$ cat config.mk
export PLATFORM = sky130hd
export DESIGN_NAME = fwd_hazard_unit
export DESIGN_NICKNAME = d
export VERILOG_FILES = /design/src/rtl/fwd_hazard_unit.sv
export SDC_FILE = /design/constraint.sdc
export NUM_CORES = 1
export LEC_CHECK = 0
export BUFFER_PORTS_ARGS = -buffer_cell sky130_fd_sc_hd__buf_2
export CORE_UTILIZATION = 55
export DETAILED_ROUTE_END_ITERATION = 10
export MAX_ROUTING_LAYER = met4
export PLACE_DENSITY_LB_ADDON = 0.15
export SLEW_MARGIN = 30
export SYNTH_ARGS = -nofsm -noshare
export SYNTH_HDL_FRONTEND = slang
export SYNTH_SLANG_ARGS = --single-unit
$ cat constraint.sdc
create_clock -name clk -period 4.8 [get_ports clk]
set_input_delay 0.24 -clock clk [delete_from_list [all_inputs] [get_ports clk]]
set_output_delay 0.24 -clock clk [all_outputs]
set_load 0.01 [all_outputs]
$ cat src/rtl/fwd_hazard_unit.sv
// Operand forwarding and load-use hazard unit: resolves ID source operands against the
// EX result, the WB write and a short history of retired writes, and stalls on load-use.

module fwd_op_resolve #(
    parameter int W          = 8,
    parameter int ADDR_W     = 4,
    parameter int HIST_DEPTH = 2,
    parameter int ZERO_REG   = 0
) (
    input  logic                              op_valid_i,
    input  logic [ADDR_W-1:0]                 op_addr_i,
    input  logic [W-1:0]                      rf_data_i,
    input  logic                              ex_wr_en_i,
    input  logic [ADDR_W-1:0]                 ex_wr_addr_i,
    input  logic [W-1:0]                      ex_wr_data_i,
    input  logic                              ex_is_load_i,
    input  logic                              wb_wr_en_i,
    input  logic [ADDR_W-1:0]                 wb_wr_addr_i,
    input  logic [W-1:0]                      wb_wr_data_i,
    input  logic [HIST_DEPTH-1:0]             hist_vld_i,
    input  logic [HIST_DEPTH-1:0][ADDR_W-1:0] hist_addr_i,
    input  logic [HIST_DEPTH-1:0][W-1:0]      hist_data_i,
    output logic [W-1:0]                      data_o,
    output logic [1:0]                        sel_o,
    output logic                              load_hit_o
);
    logic addr_ok;
    logic ex_hit;
    logic wb_hit;

    assign addr_ok    = op_valid_i && !((ZERO_REG != 0) && (op_addr_i == '0));
    assign ex_hit     = addr_ok && ex_wr_en_i && (ex_wr_addr_i == op_addr_i);
    assign wb_hit     = addr_ok && wb_wr_en_i && (wb_wr_addr_i == op_addr_i);
    assign load_hit_o = ex_hit && ex_is_load_i;

    always_comb begin
        data_o = rf_data_i;
        sel_o  = 2'd0;
        // Scan oldest to youngest so the youngest matching entry overrides.
        for (int i = HIST_DEPTH - 1; i >= 0; i--) begin
            if (addr_ok && hist_vld_i[i] && (hist_addr_i[i] == op_addr_i)) begin
                data_o = hist_data_i[i];
                sel_o  = 2'd1;
            end
        end
        if (wb_hit) begin
            data_o = wb_wr_data_i;
            sel_o  = 2'd2;
        end
        if (ex_hit && !ex_is_load_i) begin
            data_o = ex_wr_data_i;
            sel_o  = 2'd3;
        end
    end
endmodule

module fwd_hazard_unit #(
    parameter int NUM_DOMAINS = 1,
    parameter int ADDR_W      = 4,
    parameter int NUM_OPS     = 3,
    parameter int HIST_DEPTH  = 2,
    parameter int LOAD_LAT    = 1,
    parameter int ZERO_REG    = 0
) (
    input  logic                                   clk,
    input  logic                                   rst,
    input  logic                                   flush,
    input  logic [NUM_OPS-1:0]                     id_op_valid,
    input  logic [NUM_OPS-1:0][ADDR_W-1:0]         id_op_addr,
    input  logic [NUM_OPS-1:0][NUM_DOMAINS*8-1:0]  id_rf_data,
    input  logic                                   ex_wr_en,
    input  logic [ADDR_W-1:0]                      ex_wr_addr,
    input  logic [NUM_DOMAINS*8-1:0]               ex_wr_data,
    input  logic                                   ex_is_load,
    input  logic                                   wb_wr_en,
    input  logic [ADDR_W-1:0]                      wb_wr_addr,
    input  logic [NUM_DOMAINS*8-1:0]               wb_wr_data,
    output logic [NUM_OPS-1:0][NUM_DOMAINS*8-1:0]  id_op_data,
    output logic [NUM_OPS-1:0][1:0]                id_fwd_sel,
    output logic                                   stall,
    output logic [15:0]                            stall_cycles
);
    localparam int W = NUM_DOMAINS * 8;
    localparam logic [1:0] CNT_INIT = (LOAD_LAT > 1) ? 2'(LOAD_LAT - 2) : 2'd0;

    typedef enum logic {S_IDLE, S_STALL} state_t;

    logic [HIST_DEPTH-1:0]             hist_vld_q,  hist_vld_d;
    logic [HIST_DEPTH-1:0][ADDR_W-1:0] hist_addr_q, hist_addr_d;
    logic [HIST_DEPTH-1:0][W-1:0]      hist_data_q, hist_data_d;

    state_t      state_q, state_d;
    logic [1:0]  cnt_q, cnt_d;
    logic [15:0] stall_cycles_q, stall_cycles_d;

    logic [NUM_OPS-1:0] op_load_hit;
    logic               load_use_hit;

    for (genvar g = 0; g < NUM_OPS; g++) begin : g_op
        fwd_op_resolve #(
            .W         (W),
            .ADDR_W    (ADDR_W),
            .HIST_DEPTH(HIST_DEPTH),
            .ZERO_REG  (ZERO_REG)
        ) u_res (
            .op_valid_i  (id_op_valid[g]),
            .op_addr_i   (id_op_addr[g]),
            .rf_data_i   (id_rf_data[g]),
            .ex_wr_en_i  (ex_wr_en),
            .ex_wr_addr_i(ex_wr_addr),
            .ex_wr_data_i(ex_wr_data),
            .ex_is_load_i(ex_is_load),
            .wb_wr_en_i  (wb_wr_en),
            .wb_wr_addr_i(wb_wr_addr),
            .wb_wr_data_i(wb_wr_data),
            .hist_vld_i  (hist_vld_q),
            .hist_addr_i (hist_addr_q),
            .hist_data_i (hist_data_q),
            .data_o      (id_op_data[g]),
            .sel_o       (id_fwd_sel[g]),
            .load_hit_o  (op_load_hit[g])
        );
    end

    assign load_use_hit = |op_load_hit;
    assign stall        = load_use_hit || (state_q == S_STALL);
    assign stall_cycles = stall_cycles_q;

    // History only advances on a WB write; stall and flush leave it alone.
    always_comb begin
        hist_vld_d  = hist_vld_q;
        hist_addr_d = hist_addr_q;
        hist_data_d = hist_data_q;
        if (wb_wr_en) begin
            hist_vld_d[0]  = 1'b1;
            hist_addr_d[0] = wb_wr_addr;
            hist_data_d[0] = wb_wr_data;
            for (int i = 1; i < HIST_DEPTH; i++) begin
                hist_vld_d[i]  = hist_vld_q[i-1];
                hist_addr_d[i] = hist_addr_q[i-1];
                hist_data_d[i] = hist_data_q[i-1];
            end
        end
    end

    // The hit cycle itself is the first stall cycle; STALL covers the remaining LOAD_LAT-1.
    always_comb begin
        state_d = state_q;
        cnt_d   = cnt_q;
        case (state_q)
            S_IDLE: begin
                if (load_use_hit && !flush && (LOAD_LAT > 1)) begin
                    state_d = S_STALL;
                    cnt_d   = CNT_INIT;
                end
            end
            S_STALL: begin
                if (cnt_q == 2'd0) begin
                    state_d = S_IDLE;
                end else begin
                    cnt_d = cnt_q - 2'd1;
                end
            end
            default: state_d = S_IDLE;
        endcase
        if (flush) begin
            state_d = S_IDLE;
        end
    end

    always_comb begin
        stall_cycles_d = stall_cycles_q;
        if (stall && (stall_cycles_q != 16'hFFFF)) begin
            stall_cycles_d = stall_cycles_q + 16'd1;
        end
    end

    always_ff @(posedge clk) begin
        if (rst) begin
            hist_vld_q     <= '0;
            hist_addr_q    <= '0;
            hist_data_q    <= '0;
            state_q        <= S_IDLE;
            cnt_q          <= 2'd0;
            stall_cycles_q <= 16'd0;
        end else begin
            hist_vld_q     <= hist_vld_d;
            hist_addr_q    <= hist_addr_d;
            hist_data_q    <= hist_data_d;
            state_q        <= state_d;
            cnt_q          <= cnt_d;
            stall_cycles_q <= stall_cycles_d;
        end
    end
endmodule

==> results of run 1 <==
==> synth_stat cells, types with 2 or more instances <==
cell type,count,area [um2]
o2111ai_1,2,17.5
nor2_1,71,267
nor2b_1,3,18.8
and3_1,3,18.8
or2_2,4,25.0
mux2_2,10,113
dfxtp_1,45,901
buf_1,5,18.8
nand2_1,35,131
nand4_1,8,50.1
xnor2_1,14,123
buf_2,2,10.0
a31oi_1,17,106
o21ai_0,10,50.1
nand2b_1,3,18.8
a21oi_1,22,110
nor4_1,5,31.3
xor2_1,26,228
inv_1,14,52.6
nor3_1,7,35.0
or4_1,12,90.1
a211o_1,16,140
clkbuf_1,20,75.1
mux2i_1,49,490
o221ai_1,3,26.3
and3b_1,8,70.1
o31ai_1,9,67.6
nand3_1,8,40.0
a22o_1,2,17.5
or3_1,3,18.8
ha_1,2,25.0
==> layer usage <==
| metal | GRT usage, % | up-vias | wire length, um |
|---|---|---|---|
| met4 | 11.8 | 0 | 171 |
| met3 | 5.22 | 20 | 842 |
| met2 | 49.1 | 178 | 4820 |
| met1 | 41.8 | 1726 | 4510 |
| li1 | - | 1810 | - |
| met5 | - | - | 0 |
==> state kept, by name, summed over array words and instances, names as in the netlist <==
name,cells
hist_addr_q,8
cnt_q,2
hist_data_q,16
hist_vld_q,2
stall_cycles,16
state_q,1
==> cell usage in the layout (no fill, tap or decap), types with 9 or more instances in the layout <==
master / Yosys / routed
buf_2: 2 / 115
nor2_1: 71 / 71
mux2i_1: 49 / 49
dfxtp_1: 45 / 45
nand2_1: 35 / 35
xor2_1: 26 / 26
a21oi_1: 22 / 22
a31oi_1: 17 / 17
a211o_1: 16 / 16
inv_1: 14 / 14
xnor2_1: 14 / 14
or4_1: 12 / 12
mux2_2: 10 / 10
o21ai_0: 10 / 10
o31ai_1: 9 / 9
==> cell type report <==
type,instances,area share (%)
Multi-Input combinational cell,362,57.9
Sequential cell,45,21.5
Timing Repair Buffer,119,14.4
Tap cell,75,2.23
Clock buffer,5,1.64
Inverter,14,1.25
Clock inverter,3,1.13
==> logic make-up after synthesis <==
family / Yosys count
xor+xnor: 40
simple gates: 173
fa+ha+maj: 2
compound gates: 87
buf+inv: 41
mux: 60
flops: 45
==> power by group through the flow <==
stage | clock network, mW | registers, mW | logic, mW
after CTS | 0.308 | 0.399 | 0.188
after global placement | 0 | 0.407 | 0.183
after floorplan | 0 | 0.402 | 0.108
after detailed placement | 0 | 0.408 | 0.187
final | 0.303 | 0.399 | 0.189
after global routing | 0.322 | 0.401 | 0.206
==> final timing paths <==
kind,from,to,depth (start not counted)
setup reg to reg,stall_cycles[0]$_SDFFE_PP0P_,stall_cycles[5]$_SDFFE_PP0P_,7
hold reg to reg,stall_cycles[8]$_SDFFE_PP0P_,stall_cycles[8]$_SDFFE_PP0P_,2
hold / removal,flush,state_q$_SDFF_PP0_,2
setup / recovery,hist_addr_q[2]$_SDFFE_PP0P_,id_op_data[13],6
==> flow_summary.toml, run 1 <==
[power]
p_sw_share_pct = 29.3
p_leak_nw = 2.14
p_comb_share_pct = 21.2
power_frac_clock_pct = 34.0
seqPwrFrac_pct = 44.8
intPower_mw = 0.630
powerDensity_nw_per_um2 = 212
max-vdd-ir-drop_uv = 132
switchingPower_mw = 0.261
fin_total_pwr_mw = 0.891

[setup_path]
cp-end-kind = "output port"
cp_cell_sequence = "xor2_1 -> nor3_1 -> nand4_1 -> a211o_1 -> a31oi_1 -> buf_2"
cpMaxStageDelayCell = "nand4_1"
critPathRequiredTime_ns = 4.56
r2r_slack_ns = 2.79
crit_buf_inv = 1
arrival_ns = 2.61
path_max_fanout = 17
critPathMaxStageDelay_ns = 0.66
crit_path_start_kind = "flip-flop"
crit_family = "simple AND/OR/NAND/NOR gates"
path_class = "reg -> out"

[clock_tree]
cts_made_buffers = 5
cts_tree = "done"
cts-resized-gates = 0
post-cts-setup-buffers = 0
cts_buffer_depth = 2
clk_pin_slew_worst_paths_ns = 0.09
ctsRootBufferMaster = "clkbuf_8"
cts.sinks = 45
clock_latency_ns = 0.30
htree_levels = 2
cts_hold_buffers = 0

[logic_synthesis]
ys_ff_latch = 45
synth-main-ff-cell = "dfxtp_1"
syn_nets = 519
synth_edf_count = 0
synth_xor_area_share_pct = 10.1
synthesis.area_um2 = 3470
async_flop_share_pct = 0
ys_types = 41
yosysWarnings = 0
synthAdderAreaFrac_pct = 0.720
syn_area_per_cell_um2 = 7.76
syn_inst = 448
synthSimpleGateAreaFrac_pct = 24.2
synthMuxAreaShare_pct = 17.7
synth_top_family_by_area = "simple AND/OR/NAND/NOR gates"
seq_area_frac_synth_pct = 25.9
synth_compound_gate_area_share_pct = 16.9

[sta]
slew_headroom_pct = 42.3
final_max_slew_viol_count = 0
clock_skew_ns = 0.00605
min_period_over_period_pct = 59.5
worst_slew_pin_slew_ns = 0.865
layout_setup_ws_ns = 1.95
tns_ns = 0
max_freq_mhz = 350
hold_viol_final = 0
hold_slack_ns = 0.0769
layout_min_cycle_time_ns = 2.85
setup_viol = 0
grt_setup_unrepaired = "no"

[global_route]
grt_max_degree = 49
grt_usage_pct = 31.9
grt_pass1_vias = 3341
grt_first_pass_wirelength_um = 15800
antenna_found_initial = 0
overflow = 0

[placed_design]
dp_slack_ns = 2.01
globalplace.congestion = 0.916
io_buffer_count = 115
hpwl_um = 7390
place_area_um2 = 4080
dp_cells = 615

[floorplan]
fp.dieH_um = 81.5
dieArea_um2 = 6640
io_pins = 116
die_w_um = 81.5
rows = 28
coreArea_um2 = 5990
initial_core_util_pct = 58.0

[cells_and_area]
diodes = 0
fin_util_pct = 70.1
final_net_count = 618
drive_gt1_share_pct = 26.1
layout.cells.non_filler = 623
multiInputGateArea_um2 = 2430
postLayoutCellArea_um2 = 4200
seq_area_um2 = 901
syn_to_final_growth_pct = 20.8
nFillCells = 526

[flow_run]
drv_cap = 0

[routing]
wl_um = 10300
avgViaCountPerCell = 5.99
ant_nets = 0
wl_per_cell_um = 16.6
first_iter_violations = 230
drt_pre_antenna_iters = 5
post-route-drc-count = 0
num_vias = 3734

[status]
status = "complete, no violations"

[min_path]
hp-class = "in -> reg"
Power figures use the tool's default switching activity.
==> run 2, diff against run 1 <==
- CORE_UTILIZATION: 55 -> 46
- clock period: 4.8 -> 2.45 ns (I/O delays scaled with it)
==> run 2 against run 1 <==
Count of clock-buffer cells in the layout increased by 2. Clock power increased by 93%. Worst setup slack worse by 1.9 ns. Clock skew shrank 0.00051 ns. Core utilization shrank 10 points. Wire length increased by 4.3%. Flip-flop and latch count unchanged. Final area rose by 4.2%. Sequential share of layout area down 0.70 points. Critical path depth up 2. Final cell count up 6.3%. Power grew 96%. Critical endpoint is now id_op_data[8]. Largest cell class unchanged. Highest routed layer unchanged.
==> flow_summary.toml, run 2 (synthesized netlist as in run 1, its figures left out) <==
[setup_path]
cp-end-kind = "output port"
path_max_fanout = 9
cp_cell_sequence = "xnor2_1 -> o2111ai_1 -> or3_1 -> buf_6 -> mux2i_1 -> a211o_1 -> a31oi_1 -> buf_2"
critPathRequiredTime_ns = 2.33
cpMaxStageDelayCell = "dfxtp_2"
critPathMaxStageDelay_ns = 0.39
crit_path_start_kind = "flip-flop"
path_class = "reg -> out"
crit_buf_inv = 2
arrival_ns = 2.29
crit_family = "compound AO/OA/AOI/OAI gates"

[clock_tree]
cts_tree = "done"
clock_latency_ns = 0.30
ctsRootBufferMaster = "clkbuf_8"
clk_pin_slew_worst_paths_ns = 0.08
cts.sinks = 45
cts_buffer_depth = 2
cts_made_buffers = 5
htree_levels = 2

[flow_run]
drv_cap = 0

[cells_and_area]
final_net_count = 633
postLayoutCellArea_um2 = 4380
diodes = 0
drive_gt1_share_pct = 29.1
mostFrequentLayoutCells = "buf_2, nor2_1, mux2i_1"
layout_commonest_cell = "buf_2"
syn_to_final_growth_pct = 26.0

[routing]
num_vias = 3750
first_iter_violations = 215
wl_um = 10800
wl_per_cell_um = 16.3
ant_nets = 0
post-route-drc-count = 0
avgViaCountPerCell = 5.66
drt_pre_antenna_iters = 5

[power]
powerDensity_nw_per_um2 = 399
p_leak_nw = 2.21
max-vdd-ir-drop_uv = 276
fin_total_pwr_mw = 1.75

[sta]
final_max_slew_viol_count = 0
slew_headroom_pct = 54.4
layout_setup_ws_ns = 0.0377
hold_viol_final = 0
max_freq_mhz = 415
setup_viol = 0
min_period_over_period_pct = 98.5
clock_skew_ns = 0.00554
layout_min_cycle_time_ns = 2.41
grt_setup_unrepaired = "yes"
tns_ns = 0
worst_slew_pin_slew_ns = 0.685

[placed_design]
io_buffer_count = 115
hpwl_um = 7870
globalplace.congestion = 0.950
place_area_um2 = 4200
dp_slack_ns = 0.134

[floorplan]
dieArea_um2 = 7900
coreArea_um2 = 7290
initial_core_util_pct = 47.6
fp.dieH_um = 88.9
die_w_um = 88.9
io_pins = 116
rows = 31

[global_route]
grt_pass1_vias = 3315
grt_max_degree = 37
antenna_found_initial = 0
grt_first_pass_wirelength_um = 16600
grt_usage_pct = 28.1
overflow = 0

[min_path]
hp-class = "in -> reg"

[status]
status = "complete, no violations"
==> run 2: changes by cell type in the layout (fill, tap and decap cells not counted), moves of 2 or more <==
cell | before | now
dfxtp_2 | 0 | 3
inv_6 | 2 | 0
a31oi_2 | 0 | 2
a31oi_1 | 17 | 15
buf_6 | 0 | 2
buf_4 | 4 | 15
dfxtp_1 | 45 | 41
==> run 2: routing by layer <==
layer / wire length, um / GRT usage, %
met1: 4780 / 38.6
met4: 160 / 8.80
met2: 5070 / 42.7
met3: 779 / 3.69
met5: 0 / -
==> run 2: tightest hold or removal path, cell delays in order <==
cell     delay (ns)
buf_2          0.11
mux2i_1        0.07
nor2_1         0.07
==> run 2: layout make-up <==
type,instances,area (um2)
fillers,722,2920
multi-input cells,362,2450
flip-flops and latches,45,908
repair buffers,134,728
well taps,99,124
clock buffers,7,86.3
inverters,14,52.6
clock inverters,1,30.0
==> run 2: worst paths after layout <==
check	slack, ns	cells after the start	startpoint	to
min reg2reg	0.49	2	state_q$_SDFF_PP0_	state_q$_SDFF_PP0_
max reg2reg	0.50	6	stall_cycles[0]$_SDFFE_PP0P_	stall_cycles[5]$_SDFFE_PP0P_
min	0.12	3	wb_wr_data[3]	hist_data_q[3]$_SDFFE_PP0P_
max	0.04	8	hist_addr_q[7]$_SDFFE_PP0P_	id_op_data[8]
==> run 2: stage by stage <==
step                      std cells  hold WS (ns)  util [%]
after CTS                       660         0.106      59.5
final                           662         0.115      60.0
after floorplan                 448         0.194         -
after global placement          651         0.299      57.6
after global routing            662         0.130      60.0
after detailed placement        651         0.305      57.6
==> run 2: power by group <==
| group | internal, mW | leakage, nW | switching, mW | total [mW] |
|---|---|---|---|---|
| Clock | 0.333 | 0.0585 | 0.253 | 0.586 |
| Sequential | 0.752 | 0.368 | 0.0288 | 0.780 |
| Combinational | 0.178 | 1.79 | 0.204 | 0.382 |
| Total | 1.26 | 2.21 | 0.486 | 1.75 |
==> run 2: what timing repair did <==
| action | CTS | global route |
|---|---|---|
| pin swaps | 1 | 6 |
| hold buffers | 1 | 0 |
| endpoints found under the hold margin | 1 | 0 |
| gates cloned | 0 | 1 |
| buffers inserted | 0 | 1 |
| setup endpoints to repair | 10 | 21 |
| gates resized for setup | 5 | 7 |
